<file path="config.mk">
export PLATFORM = sky130hd
export DESIGN_NAME = tube_r3_xfer
export DESIGN_NICKNAME = d
export VERILOG_FILES = /design/src/rtl/tube_r3_xfer.sv
export SDC_FILE = /design/constraint.sdc
export NUM_CORES = 1
export LEC_CHECK = 0
export BUFFER_PORTS_ARGS = -buffer_cell sky130_fd_sc_hd__buf_4
export CORE_AREA = 2 2 83 117
export DETAILED_ROUTE_END_ITERATION = 10
export DIE_AREA = 0 0 85 119
export SLEW_MARGIN = 20
export SYNTH_ARGS = -nofsm -noshare
export SYNTH_HDL_FRONTEND = slang
export SYNTH_SLANG_ARGS = --single-unit
export TNS_END_PERCENT = 30
</file>
<file path="constraint.sdc">
create_clock -name p_phi2 -period 3.36 [get_ports p_phi2]
set_input_delay 0 -clock p_phi2 [delete_from_list [all_inputs] [get_ports p_phi2]]
set_output_delay 0 -clock p_phi2 [all_outputs]
set_load 0.02 [all_outputs]
</file>
<file path="src/rtl/tube_r3_xfer.sv">
// tube_r3_xfer -- parasite-side tube register-3 block-transfer engine.
// Services PNMI requests from the tube by moving one byte (or two in
// two-byte mode) between tube register 3 and parasite memory. It replaces
// the per-byte NMI handler on the parasite CPU.
//
// Ports
//   p_phi2, p_rst        clock, synchronous active-high reset
//   start, dir, two_byte transfer request; dir 0 = tube->mem, 1 = mem->tube
//   base, len            first memory address, byte count (0 = finish at once)
//   abort                stop after the byte in flight
//   p_nmi_b              tube PNMI (active low, synchronous)
//   p_addr/p_cs_b/p_rdnw/p_wdata/p_rdata   tube parasite bus
//   mem_req/mem_we/mem_addr/mem_wdata/mem_rdata/mem_ack   memory port
//   busy, done, remaining                  status
module tube_r3_xfer #(
  parameter int unsigned AW      = 16,
  parameter int unsigned LW      = 16,
  parameter int unsigned TCYC    = 2,
  parameter int unsigned HOLDOFF = 3
) (
  input  logic          p_phi2,
  input  logic          p_rst,
  input  logic          start,
  input  logic          dir,
  input  logic          two_byte,
  input  logic [AW-1:0] base,
  input  logic [LW-1:0] len,
  input  logic          abort,
  input  logic          p_nmi_b,
  output logic [2:0]    p_addr,
  output logic          p_cs_b,
  output logic          p_rdnw,
  output logic [7:0]    p_wdata,
  input  logic [7:0]    p_rdata,
  output logic          mem_req,
  output logic          mem_we,
  output logic [AW-1:0] mem_addr,
  output logic [7:0]    mem_wdata,
  input  logic [7:0]    mem_rdata,
  input  logic          mem_ack,
  output logic          busy,
  output logic          done,
  output logic [LW-1:0] remaining
);

  localparam int unsigned TW    = (TCYC > 1) ? $clog2(TCYC) : 1;
  localparam int unsigned HW    = (HOLDOFF > 1) ? $clog2(HOLDOFF) : 1;
  localparam int unsigned TLAST = (TCYC > 0) ? TCYC - 1 : 0;
  localparam int unsigned HLAST = (HOLDOFF > 0) ? HOLDOFF - 1 : 0;

  typedef enum logic [2:0] {
    IDLE, WAIT_NMI, MEM_RD, TUBE, MEM_WR, NEXT, HOLD, FIN
  } state_t;

  state_t        state_q, state_d;
  logic          dir_q, two_q, busy_q, abort_q;
  logic [AW-1:0] addr_q;
  logic [LW-1:0] rem_q, rem_dec;
  logic [1:0]    burst_q, burst_dec;
  logic [TW-1:0] tcnt_q;
  logic [HW-1:0] hcnt_q;
  logic [7:0]    twdata_q, mwdata_q;
  logic          tube_last, hold_last, stop;

  assign rem_dec   = rem_q - LW'(1);
  assign burst_dec = burst_q - 2'd1;
  assign tube_last = (tcnt_q == TW'(TLAST));
  assign hold_last = (hcnt_q == HW'(HLAST));
  // abort is a pulse; abort_q remembers one seen mid-byte so the byte can
  // finish and the engine still stops at the next decision point.
  assign stop      = abort | abort_q;

  assign p_addr    = 3'h5;
  assign p_wdata   = twdata_q;
  assign mem_addr  = addr_q;
  assign mem_wdata = mwdata_q;
  assign busy      = busy_q;
  assign remaining = rem_q;

  always_ff @(posedge p_phi2) begin
    if (p_rst) state_q <= IDLE;
    else       state_q <= state_d;
  end

  always_comb begin
    state_d = state_q;
    p_cs_b  = 1'b1;
    p_rdnw  = 1'b1;
    mem_req = 1'b0;
    mem_we  = 1'b0;
    done    = 1'b0;
    unique case (state_q)
      IDLE:     if (start) state_d = (len == '0) ? FIN : WAIT_NMI;
      WAIT_NMI: begin
        if (stop)          state_d = FIN;
        else if (!p_nmi_b) state_d = dir_q ? MEM_RD : TUBE;
      end
      MEM_RD: begin
        mem_req = 1'b1;
        if (mem_ack) state_d = TUBE;
      end
      TUBE: begin
        p_cs_b = 1'b0;
        p_rdnw = ~dir_q;
        if (tube_last) state_d = dir_q ? NEXT : MEM_WR;
      end
      MEM_WR: begin
        mem_req = 1'b1;
        mem_we  = 1'b1;
        if (mem_ack) state_d = NEXT;
      end
      NEXT: begin
        if (rem_dec == '0 || stop) state_d = FIN;
        else if (burst_dec != '0)  state_d = dir_q ? MEM_RD : TUBE;
        else                       state_d = HOLD;
      end
      HOLD: if (hold_last) state_d = WAIT_NMI;
      FIN: begin
        done    = 1'b1;
        state_d = IDLE;
      end
      default: state_d = IDLE;
    endcase
  end

  always_ff @(posedge p_phi2) begin
    if (p_rst) begin
      dir_q    <= 1'b0;
      two_q    <= 1'b0;
      busy_q   <= 1'b0;
      abort_q  <= 1'b0;
      addr_q   <= '0;
      rem_q    <= '0;
      burst_q  <= '0;
      tcnt_q   <= '0;
      hcnt_q   <= '0;
      twdata_q <= '0;
      mwdata_q <= '0;
    end else begin
      tcnt_q <= (state_q == TUBE && !tube_last) ? tcnt_q + TW'(1) : '0;
      hcnt_q <= (state_q == HOLD && !hold_last) ? hcnt_q + HW'(1) : '0;
      if (abort && state_q != IDLE && state_q != FIN) abort_q <= 1'b1;
      unique case (state_q)
        IDLE: if (start) begin
          rem_q <= len;
          if (len != '0) begin
            dir_q   <= dir;
            two_q   <= two_byte;
            addr_q  <= base;
            burst_q <= two_byte ? 2'd2 : 2'd1;
            busy_q  <= 1'b1;
          end
        end
        MEM_RD: if (mem_ack) twdata_q <= mem_rdata;
        TUBE:   if (tube_last && !dir_q) mwdata_q <= p_rdata;
        NEXT: begin
          addr_q  <= addr_q + AW'(1);
          rem_q   <= rem_dec;
          burst_q <= burst_dec;
        end
        HOLD: if (hold_last) burst_q <= two_q ? 2'd2 : 2'd1;
        FIN: begin
          busy_q  <= 1'b0;
          abort_q <= 1'b0;
        end
        default: ;
      endcase
    end
  end

endmodule

</file>
==> results by group <==
Outcome
  • Outcome: finished with violations
  • Failing checks: hold timing

Timing
  • Slew Limit Fails: 0
  • Worst slew pin tran: ~800 ps
  • Clk_skew: ~4.2 ps
  • Hold slack: -0.0395 ps
  • RSZ-0062 raised after global routing: no
  • Max frequency: between 300 and 400 MHz
  • Final hold viol count: 1
  • Final setup fails: 0
  • Period utilization: 0.775
  • Setup TNS: 0 ps
  • Slew HR: 0.461
  • Tmin final: 2600 ps

Synth
  • Synth Area per Inst: between 7 and 8 um^2
  • Synth Instances: ~460
  • Main area contributors after synthesis: dfxtp_1, nor2_1, mux2i_1
  • Seq cells post-synth: 60
  • Post-Synthesis Cell Area: approximately 3600 um^2
  • Post-synthesis sequential area ratio: 0.338
  • Leading area contributor after synthesis: dfxtp_1
  • Share of the synthesized area in the top cell type: 0.338
  • Synth Flop Type: dfxtp_1
  • Syn. warnings: 0
  • Asr flop ratio synth: 0
  • Distinct cell type count after synthesis: 62
  • Number of flops mapped to enable cells by yosys: 0

Finish
  • P&R area growth vs syn: 43.3%
  • Share of cells above drive strength 1: 0.238
  • Nets: approximately 650
  • Final-layout fill cell count: slightly below 900
  • Finished layout cell area: a little over 5000 um^2
  • Final Util: 0.554
  • Layout Cells excl Fill: 699
  • Ant. Diodes: 0

Setup path
  • Critical-path cell list: dlygate4sd3_1, buf_4, nor4_1, nand4_1, o21ai_1, o22ai_1, a221oi_1
  • Worst setup path class: input port to register
  • CP Data Required Time: 3600 ps
  • Crit path buffers/inverters: 2
  • CP arrival: between 2000 and 3000 ps
  • Slowest CP cell: o21ai_1
  • CP peak stage delay: 760 ps
  • Crit path capture type: register
  • Delay-heaviest family, CP: compound AO/OA/AOI/OAI gates
  • Startpoint Class: input port
  • Worst-path maximum fanout: 10

Power
  • PD cells: around 750 nW/um^2
  • PnR Total Power: between 3 and 4 mW
  • Sequential share of power: 0.296
  • Cell internal pwr: 2.28 mW
  • Clock power share: 0.288
  • Sw Share: 0.400
  • Comb power frac: 0.416
  • Lkg Pwr: 2.04 nW
  • Worst VDD drop: just under 0.5 mV
  • Net Sw Power: 1.52 mW

Clock network
  • Clock-pin slew on the worst setup and hold paths: ~50 ps
  • # clock sinks: 60
  • CTS buffer count: 9
  • CTS tree: built
  • Number of H-tree levels: 3
  • Root buf cell: clkbuf_16
  • Skew-Pair Late Insertion Delay: approximately 330 ps
  • Clk buf depth: 2

Global routing
  • Initial antenna violation count: 0
  • First-pass GRT wire length: roughly 19,000 um
  • Pin count of the biggest net entering global routing: 64
  • Total GRT Usage: 0.231
  • Gr ovfl total: 0
  • Number of global-route vias before repair: 3,860

Routing
  • WL final: 11,700 um
  • Vias per cell: between 5 and 6
  • # DRC: 0
  • Iteration-0 DRC Markers: around 350
  • Post-DRT Antenna Nets: 0
  • Vias: roughly 4,000
  • Routed len/inst: between 15 and 20 um
  • 1st-pass router iterations: 5

Floorplanning
  • Die Span Y: roughly 120 um
  • Core ar.: 9200 um^2
  • Rows: 42
  • Initial core utilization: 0.387
  • Die area: ~10,000 um^2
  • Die width: about 85 um
  • Num ports: about 110

Min path
  • Hold crit path type: input port to register

Place
  • Area post-placement: between 4000 and 5000 um^2
  • Dpl cells: between 600 and 700
  • Detailed placement HPWL: 7870 um
  • Final RePlAce weighted congestion: between 0.9 and 1
  • Buffers on Ports: 109

Run
  • Max Cap Violations: 0
[power by group through the flow]
| stage | clock (mW) | combinational [mW] | sequential, mW |
|---|---|---|---|
| global placement | 0 | 1.52 | 1.13 |
| global route | 1.14 | 1.73 | 1.16 |
| floorplan | 0 | 1.04 | 1.12 |
| finish | 1.10 | 1.58 | 1.12 |
| detailed placement | 0 | 1.52 | 1.13 |
| CTS | 1.11 | 1.56 | 1.12 |
[timing repair]
action / in CTS / in global routing
hold endpoints to repair: 36 / 0
resized for setup: 0 / 0
buffers inserted: 0 / 0
hold buffers: 36 / 0
[worst paths after layout]
path,startpoint,endpoint,slack (ps),depth (start not counted)
max reg2reg,remaining[0],state_q[0],880,7
min reg2reg,hcnt_q[0],hcnt_q[0],420,1
max,len[13],mem_addr[10],760,7
min,abort,abort_q,-0.04,3
[cells in the final DEF, fill, tap and decap left out, types with 3 or more instances in the layout]
master | synthesis | layout
a22oi_1 | 4 | 4
a211oi_1 | 5 | 5
a21oi_1 | 34 | 34
nor4_1 | 16 | 16
and2_1 | 5 | 5
nand3_1 | 7 | 7
nor2_1 | 58 | 58
xnor2_1 | 3 | 3
nand4_1 | 9 | 9
dfxtp_1 | 60 | 60
a31oi_1 | 8 | 8
nand2_1 | 37 | 37
nand2b_1 | 7 | 7
buf_4 | 4 | 113
o22ai_1 | 8 | 8
nor4b_1 | 3 | 3
clkbuf_16 | 0 | 9
o21ai_0 | 29 | 29
a221oi_1 | 5 | 5
ha_1 | 5 | 5
or3_1 | 5 | 5
o31ai_1 | 6 | 6
inv_1 | 12 | 12
conb_1 | 2 | 3
or2_2 | 3 | 3
dlygate4sd3_1 | 0 | 36
mux2i_1 | 21 | 21
or4_1 | 5 | 5
bufinv_16 | 0 | 3
nor3_1 | 16 | 16
and3_1 | 4 | 4
o31a_1 | 3 | 3
nor3b_1 | 3 | 3
[state kept, by name (all words and copies together), names as in the netlist]
register,cells
hcnt_q,2
dir_q,1
p_wdata,8
mem_wdata,8
tcnt_q,1
burst_q,2
remaining,16
two_q,1
state_q,3
busy,1
mem_addr,16
abort_q,1
[Yosys cell counts (all sizes together), types with 2 or more instances]
cell / instances
a211oi: 5
a21o: 2
a21oi: 34
a221oi: 5
a222oi: 2
a22oi: 4
a311oi: 2
a31oi: 8
and2: 5
and3: 4
and3b: 2
and4: 2
buf: 15
clkbuf: 20
conb: 2
dfxtp: 60
ha: 5
inv: 12
mux2i: 21
nand2: 37
nand2b: 7
nand3: 7
nand3b: 2
nand4: 9
nand4b: 2
nor2: 58
nor3: 17
nor3b: 3
nor4: 16
nor4b: 3
o21a: 2
o21ai: 30
o21ba: 2
o221ai: 2
o22ai: 8
o31a: 3
o31ai: 6
o32ai: 2
or2: 3
or3: 5
or3b: 2
or4: 5
or4b: 4
xnor2: 3
[per-stage QoR]
stage / worst slack (ps) / hold WS (ps)
finish: 756 / -0.0395
global route: 589 / 17.5
CTS: 856 / 2.48
detailed placement: 893 / 242
global placement: 991 / 233
floorplan: 1000 / 136
[cell families (layout without fill, tap and decap cells)]
kind of cell / count (synthesis) / after routing / synth area share
other cells: 2 / 3 / 0.00211
fa+ha+maj: 5 / 5 / 0.0176
flops: 60 / 60 / 0.338
mux: 22 / 22 / 0.0623
simple gates: 193 / 193 / 0.284
compound gates: 125 / 125 / 0.227
buf+inv: 47 / 177 / 0.0588
xor+xnor: 4 / 4 / 0.00986
[layout make-up]
type / instances / area [um^2] / area share
flip-flops and latches: 60 / 1200 / 0.236
well taps: 110 / 138 / 0.0270
inverters: 12 / 45.0 / 0.00885
multi-input cells: 352 / 2150 / 0.422
repair buffers: 149 / 1210 / 0.237
clock buffers: 12 / 256 / 0.0504
clock inverters: 4 / 95.1 / 0.0187
[worst min-delay path: stages]
cell     delay (ps)
buf_4           110
a21oi_1          60
nor3_1          110
[routing by layer]
layer  wire (um)  part of all wire  track usage  vias to the layer above
li1            -                 -            -                     1946
met1        4730              0.41        0.281                     1882
met2        5840              0.50        0.394                      173
met3         779             0.067       0.0402                       33
met4         311             0.027        0.101                        0
met5           0                 0            0                        -
(Power assumes the default switching activity.)
